--- src/rtl/core_scheduler.sv ---
// Point-cloud dispatch scheduler: loads validator cores in order, then reissues points
// round-robin as cores report back, forwarding outlier indices through a one-entry out slot.
module core_scheduler #(
  parameter int N           = 16,
  parameter int CORE_NUMBER = 16
) (
  input  logic                   clock,
  input  logic                   reset,
  input  logic                   start,
  input  logic                   pause,
  input  logic [2*N-1:0]         point_cloud_size,
  input  logic [CORE_NUMBER-1:0] core_req,
  input  logic [CORE_NUMBER-1:0] core_outlier,
  output logic [CORE_NUMBER-1:0] grant,
  output logic [2*N-1:0]         load_pos,
  output logic                   out_valid,
  input  logic                   out_ready,
  output logic [2*N-1:0]         out_pos,
  output logic [2*N-1:0]         outlier_count,
  output logic                   busy,
  output logic                   done
);
  localparam int PW = 2*N;
  localparam int CW = $clog2(CORE_NUMBER);

  typedef enum logic [2:0] {IDLE, LOAD, RUN, DRAIN, DONE} state_t;

  state_t                           state_q, state_d;
  logic [PW-1:0]                    size_q, size_d;
  logic [PW-1:0]                    next_pos_q, next_pos_d;
  logic [CORE_NUMBER-1:0]           active_q, active_d;
  logic [CW-1:0]                    rr_q, rr_d;
  logic [CORE_NUMBER-1:0][PW-1:0]   pos_reg_q, pos_reg_d;
  logic [CORE_NUMBER-1:0]           grant_q, grant_d;
  logic [PW-1:0]                    load_pos_q, load_pos_d;
  logic                             out_valid_q, out_valid_d;
  logic [PW-1:0]                    out_pos_q, out_pos_d;
  logic [PW-1:0]                    cnt_q, cnt_d;
  logic                             busy_q, busy_d;
  logic                             done_q, done_d;

  logic [CORE_NUMBER-1:0] elig, hi_mask, sel;
  logic                   pick_vld;
  logic [CW-1:0]          pick;
  logic [CW-1:0]          load_idx;
  logic [PW-1:0]          load_lim;
  logic                   slot_free;

  // Round-robin pick: prefer eligible cores above the last granted one, else wrap to the lowest.
  always_comb begin
    elig     = core_req & active_q & ~grant_q;
    hi_mask  = '0;
    pick_vld = |elig;
    pick     = '0;
    for (int i = 0; i < CORE_NUMBER; i++) hi_mask[i] = (CW'(i) > rr_q);
    sel = (|(elig & hi_mask)) ? (elig & hi_mask) : elig;
    for (int i = CORE_NUMBER-1; i >= 0; i--) begin
      if (sel[i]) pick = CW'(i);
    end
  end

  assign load_idx  = next_pos_q[CW-1:0];
  assign load_lim  = (size_q < PW'(CORE_NUMBER)) ? size_q : PW'(CORE_NUMBER);
  assign slot_free = !out_valid_q || out_ready;

  always_comb begin
    state_d     = state_q;
    size_d      = size_q;
    next_pos_d  = next_pos_q;
    active_d    = active_q;
    rr_d        = rr_q;
    pos_reg_d   = pos_reg_q;
    grant_d     = '0;
    load_pos_d  = '0;
    out_valid_d = out_valid_q;
    out_pos_d   = out_pos_q;
    cnt_d       = cnt_q;

    // The downstream handshake completes even while paused.
    if (out_valid_q && out_ready) out_valid_d = 1'b0;

    if (!pause) begin
      case (state_q)
        IDLE, DONE: begin
          if (start) begin
            size_d     = point_cloud_size;
            next_pos_d = '0;
            active_d   = '0;
            cnt_d      = '0;
            state_d    = (point_cloud_size == '0) ? DONE : LOAD;
          end
        end
        LOAD: begin
          grant_d[load_idx]   = 1'b1;
          load_pos_d          = next_pos_q;
          pos_reg_d[load_idx] = next_pos_q;
          active_d[load_idx]  = 1'b1;
          rr_d                = load_idx;
          next_pos_d          = next_pos_q + PW'(1);
          if (next_pos_d >= load_lim) state_d = RUN;
        end
        RUN, DRAIN: begin
          if (slot_free && pick_vld) begin
            if (core_outlier[pick]) begin
              out_pos_d   = pos_reg_q[pick];
              out_valid_d = 1'b1;
              cnt_d       = cnt_q + PW'(1);
            end
            if (next_pos_q < size_q) begin
              grant_d[pick]   = 1'b1;
              load_pos_d      = next_pos_q;
              pos_reg_d[pick] = next_pos_q;
              next_pos_d      = next_pos_q + PW'(1);
              rr_d            = pick;
            end else begin
              active_d[pick] = 1'b0;
            end
          end
          if (state_q == RUN) begin
            if (next_pos_d >= size_q) state_d = DRAIN;
          end else if (active_q == '0 && !out_valid_q) begin
            state_d = DONE;
          end
        end
        default: state_d = IDLE;
      endcase
    end

    busy_d = (state_d == LOAD) || (state_d == RUN) || (state_d == DRAIN);
    done_d = (state_d == DONE);
  end

  always_ff @(posedge clock or negedge reset) begin
    if (!reset) begin
      state_q     <= IDLE;
      size_q      <= '0;
      next_pos_q  <= '0;
      active_q    <= '0;
      rr_q        <= '0;
      pos_reg_q   <= '0;
      grant_q     <= '0;
      load_pos_q  <= '0;
      out_valid_q <= 1'b0;
      out_pos_q   <= '0;
      cnt_q       <= '0;
      busy_q      <= 1'b0;
      done_q      <= 1'b0;
    end else begin
      state_q     <= state_d;
      size_q      <= size_d;
      next_pos_q  <= next_pos_d;
      active_q    <= active_d;
      rr_q        <= rr_d;
      pos_reg_q   <= pos_reg_d;
      grant_q     <= grant_d;
      load_pos_q  <= load_pos_d;
      out_valid_q <= out_valid_d;
      out_pos_q   <= out_pos_d;
      cnt_q       <= cnt_d;
      busy_q      <= busy_d;
      done_q      <= done_d;
    end
  end

  assign grant         = grant_q;
  assign load_pos      = load_pos_q;
  assign out_valid     = out_valid_q;
  assign out_pos       = out_pos_q;
  assign outlier_count = cnt_q;
  assign busy          = busy_q;
  assign done          = done_q;
endmodule

--- config.mk ---
export PLATFORM = sky130hd
export DESIGN_NAME = core_scheduler
export DESIGN_NICKNAME = d
export VERILOG_FILES = /design/src/rtl/core_scheduler.sv
export SDC_FILE = /design/constraint.sdc
export NUM_CORES = 2
export LEC_CHECK = 0
export ABC_CLOCK_PERIOD_IN_PS = 10000
export BUFFER_PORTS_ARGS = -buffer_cell sky130_fd_sc_hd__buf_4
export CAP_MARGIN = 20
export CELL_PAD_IN_SITES_DETAIL_PLACEMENT = 0
export CELL_PAD_IN_SITES_GLOBAL_PLACEMENT = 2
export CORE_UTILIZATION = 45
export DETAILED_ROUTE_END_ITERATION = 7
export GPL_ROUTABILITY_DRIVEN = 0
export PLACE_DENSITY_LB_ADDON = 0.1
export SLEW_MARGIN = 30
export SYNTH_ARGS = -nofsm -noshare
export SYNTH_HDL_FRONTEND = slang
export SYNTH_SLANG_ARGS = --single-unit
export TNS_END_PERCENT = 30
--- constraint.sdc ---
create_clock -name clock -period 10 [get_ports clock]
set_input_delay 2 -clock clock [delete_from_list [all_inputs] [get_ports clock]]
set_output_delay 2 -clock clock [all_outputs]
set_load 0.005 [all_outputs]
# Word-level counts from Yosys, hierarchy flattened
# Index checks and enable logic that the tools add are counted.
# op_classes
n_lt_le_gt_ge,24
reduce_logical,25
eq_ne,13
n_mux,72
add_sub_neg,2
n_bitwise,8
# op_table
operator,n
$bwmux 512,2
$mux 512,2
$pmux 512 s2,1
$mux 32,14
$demux 32 s4,2
$bmux 32 s4,1
$pmux 32 s2,2
$mux 16,7
$pmux 32 s3,1
$mux 4,18
$add 32x1->32 const B,2
$and 16x16->16,4
$ge 32x32->1,2
$pmux 16 s3,1
$gt 4x4->1 const A,8
$logic_not 32->1,1
$lt 32x32->1,1
$lt 32x5->1 const B,1
$not 16->16,2
$pmux 16 s2,1
$reduce_or 16->1,2
$mux 3,7
$gt 3x4->1 const A,4
$logic_not 16->1,1
other kinds (25),57
# totals
in_bits,69
reg_bits,714
output_inout_bits,115

# Depth between registers and ports, before layout
# logic_depth
depth_word,30
ltp_mapped,27

# Worst setup path after synthesis
# OpenSTA, ideal clock, no wires.
# synth_timing
kind,input-to-reg
start,input port core_req[14]
end,"register out_pos_q[13], in the netlist out_pos[13]"
setup_ns,0.125
path_slack_ns,4.295
path_stages,15
arrival_time_ns,5.580
required_ns,9.875
n_path_buf,3
cell_sequence,and3b_1 -> buf_2 -> a211oi_2 -> o2111ai_2 -> a2111oi_4 -> mux2_1 -> o32ai_1 -> nand4_2 -> nand2_4 -> buf_6 -> buf_6 -> mux2i_1 -> o22ai_1 -> or4b_1 -> mux2_2
# synth_via
elab_chain_len,24
word_cells_on_any_way,28
classes_between,mux: 21; bitwise: 3; reduce/logical: 4
# synth_lines
element,line,rtl
from (decl),12,"input logic [CORE_NUMBER-1:0] core_req,"
$and 16x16->16 (*) (2 in series),51,elig = core_req & active_q & ~grant_q;
$and 16x16->16,56,sel = (|(elig & hi_mask)) ? (elig & hi_mask) : elig;
$reduce_or 16->1,56,
$mux 16,56,
$mux 4 (16 in series),58,if (sel[i]) pick = CW'(i);
$bmux 1 s4,104,if (core_outlier[pick]) begin
$mux 1 (implied by the code),104,
$reduce_and 4->1 (no line),--,
to (signal assigned),158,out_pos_q <= out_pos_d;
to (decl),37,"logic [PW-1:0] out_pos_q, out_pos_d;"
# Every way passes the cells marked *; elsewhere a longest branch is shown, timed or not. The select of a mux whose other input is x is not followed.
# A chain may end at the register's enable or synchronous reset.

# Final worst setup path
# layout_timing
start,input port core_req[14]
end,"register out_pos_q[5], in the netlist out_pos[5]"
# The elaborated chain is that of the path after synthesis.

==> impl_metrics.yaml <==
run:
  maxCapViolCount: 0
yosys:
  synth-edff-count: 0
  yosysWarnings: 0
  yosys_most_used_dff: "dfrtp_1"
  avgSynthCellArea_um2: 11.2
  synth-seq-area-share: 0.482
  synthDistinctLibCells: 96
  synth-seq-cells: 714
  synth_area_mm2: 0.0371
  synth_cells: 3316
  async_flop_share: 1.00
timing:
  fin_skew_ns: 0.0259
  relSlewSlack: 0.290
  setup_tns_ns: 0
  period_minus_slack_ns: 7.34
  min_period_over_period: 0.734
  setup_viol: 0
  finalHoldViolCount: 0
  rsz0062_at_grt: "false"
  slew_violations: 0
  fmax_mhz: 136
  worst_slew_pin_slew_ns: 1.06
critical_path:
  path_class: "primary input to flop"
  critical_path.startpoint: "core_req[14]"
  crit_required_ns: 10.51
  worst_ep_arrival_time_ns: 7.85
  r2r-start: "rr_q[2]"
  end_kind: "flop"
  cp_max_fo: 89
  cp-start-kind: "primary input"
cells_and_area:
  drive_above_1_share: 0.253
  area_delta_synth_final_pct: 14.0
  fin_nets: 3584
  final-instance-count-excl-fill: 4537
  final_common_cell: "dfrtp_1"
  antenna-diode-count: 0
  layout_common_cells: "711 x dfrtp_1, 419 x mux2_2, 267 x nand2_1"
die:
  die_h_um: 289
  die_w_um: 289
  core_mm2: 0.0809
  placementRows: 104
  dieArea_mm2: 0.0835
  start_util: 0.458
  ioPinCount: 184
clock_network:
  cts_buffers: 83
  ctsHtreeMaxLevel: 3
  insertion_delay_ns: 0.64
  hold_buffers: 0
  cts.sinks: 714
  cts_resized: 0
  clock-root-buffer: "clkbuf_16"
  cts_tree: "yes"
  clk_pin_slew_worst_paths_ns: 0.06
  cts_setup_buffers: 0
  clock_path_buffers: 3
routing:
  dr_total_vias: 27763
  drc_errors: 0
  wire_per_inst_um: 26.2
  wl_um: 119000
  viasPerCell: 6.12
  drt.antenna.violating_nets: 0
  drtPass1Iterations: 6
  drt_iter0_drc: 2066
global_route:
  grt_first_pass_wirelength_um: 180000
  grt_overflow: 0
  grt_max_degree: 171
  grt_pass1_vias: 27948
  antenna_found_initial: 1
  grt_use_total: 0.286
status:
  status: "finished, final reports clean"
min_path:
  hp-start: "pos_reg_q[292]"
  hold_path_class: "flop to flop"
placed_design:
  hpwl_um: 75600
  port_buffers: 183
  placed_cells: 4385
power_and_ir_drop:
  power.leakage_uw: 0.0213
  vdd_ir_drop_max_mv: 0.133
  power_uw: 7560
  power_density_mw_per_mm2: 179
==> per-layer routing <==
layer	up-vias	wire [um]	track usage
met5	-	0	0
met4	0	2910	0.0729
met3	179	6190	0.0335
met2	902	54500	0.449
met1	14442	55500	0.419
li1	12240	-	-
==> flip-flops by register name, indices dropped and copies added (netlist names), 4 cells and up <==
register,flops
pos_reg_q,512
out_pos,32
active_q,16
size_q,32
next_pos_q,32
rr_q,4
grant,16
outlier_count,32
load_pos,32
==> cell usage after synthesis, types with 37 or more instances <==
master / number / share of area
xnor2_1: 37 / 0.0087
mux2_1: 92 / 0.028
and3_1: 60 / 0.010
mux2i_1: 201 / 0.054
buf_2: 82 / 0.011
inv_1: 49 / 0.0050
a21oi_1: 109 / 0.015
ha_1: 102 / 0.034
a21o_1: 49 / 0.0099
mux2_2: 419 / 0.13
nor2_1: 80 / 0.0081
o21ai_0: 150 / 0.020
nor3_1: 43 / 0.0058
dfrtp_1: 714 / 0.48
and2_1: 43 / 0.0073
o22ai_1: 67 / 0.011
nand3_1: 133 / 0.018
nand2_1: 268 / 0.027
clkbuf_1: 159 / 0.016
==> cells by family after synthesis <==
| kind of cell | after synthesis | synth area share |
|---|---|---|
| buffers and inverters | 327 | 0.0401 |
| XOR/XNOR | 58 | 0.0137 |
| multiplexers | 712 | 0.210 |
| AND/OR/NAND/NOR | 790 | 0.109 |
| flip-flops | 714 | 0.482 |
| other | 1 | 0.000101 |
| AO/OA/AOI/OAI | 611 | 0.110 |
| adder cells (fa/ha/maj) | 103 | 0.0347 |
==> worst max-delay path: stages <==
cell	delay (ns)
buf_4	0.11
and3b_1	0.26
a211oi_2	0.28
o2111ai_2	0.19
a2111oi_4	0.54
mux2_1	0.37
o32ai_1	0.34
nand4_2	0.39
nand2_8	0.77
a211oi_1	0.21
o2111a_2	0.60
nor2_4	0.85
buf_4	0.46
mux2_2	0.37
==> power by group <==
part / internal (uW) / switching (uW) / leakage [uW] / total, uW
Sequential: 3030 / 155 / 0.00986 / 3180
Clock: 1820 / 1250 / 0.00134 / 3070
Combinational: 430 / 877 / 0.0101 / 1310
==> layout make-up <==
| cell class | count | area, um^2 |
|---|---|---|
| Clock buffer | 122 | 2410 |
| Clock inverter | 27 | 327 |
| Fill cell | 7190 | 38700 |
| Inverter | 49 | 184 |
| Multi-Input combinational cell | 2301 | 18000 |
| Sequential cell | 714 | 17900 |
| Tap cell | 1060 | 1330 |
| Timing Repair Buffer | 264 | 2130 |
==> path summary, 6_finish.rpt <==
| kind | to | slack (ns) | cells past startpoint |
|---|---|---|---|
| setup reg to reg | out_pos[5] | 3.32 | 13 |
| setup / recovery | out_pos[5] | 2.66 | 14 |
| hold reg to reg | pos_reg_q[292] | 0.48 | 1 |
| min in group asynchronous | outlier_count[2] | 1.32 | 1 |
| max in group asynchronous | pos_reg_q[147] | 6.90 | 3 |
| hold / removal | pos_reg_q[292] | 0.48 | 1 |
==> metrics by stage <==
step	instance area (um^2)	setup WS, ns	hold slack (ns)	utilization
floorplan	37100	4.30	0.457	-
global placement	39400	2.16	0.466	0.486
detailed placement	39400	2.09	0.474	0.487
CTS	42200	2.78	0.486	0.521
global route	42200	2.49	0.494	0.522
finish	42200	2.66	0.483	0.522
(Power assumes the default switching activity.)
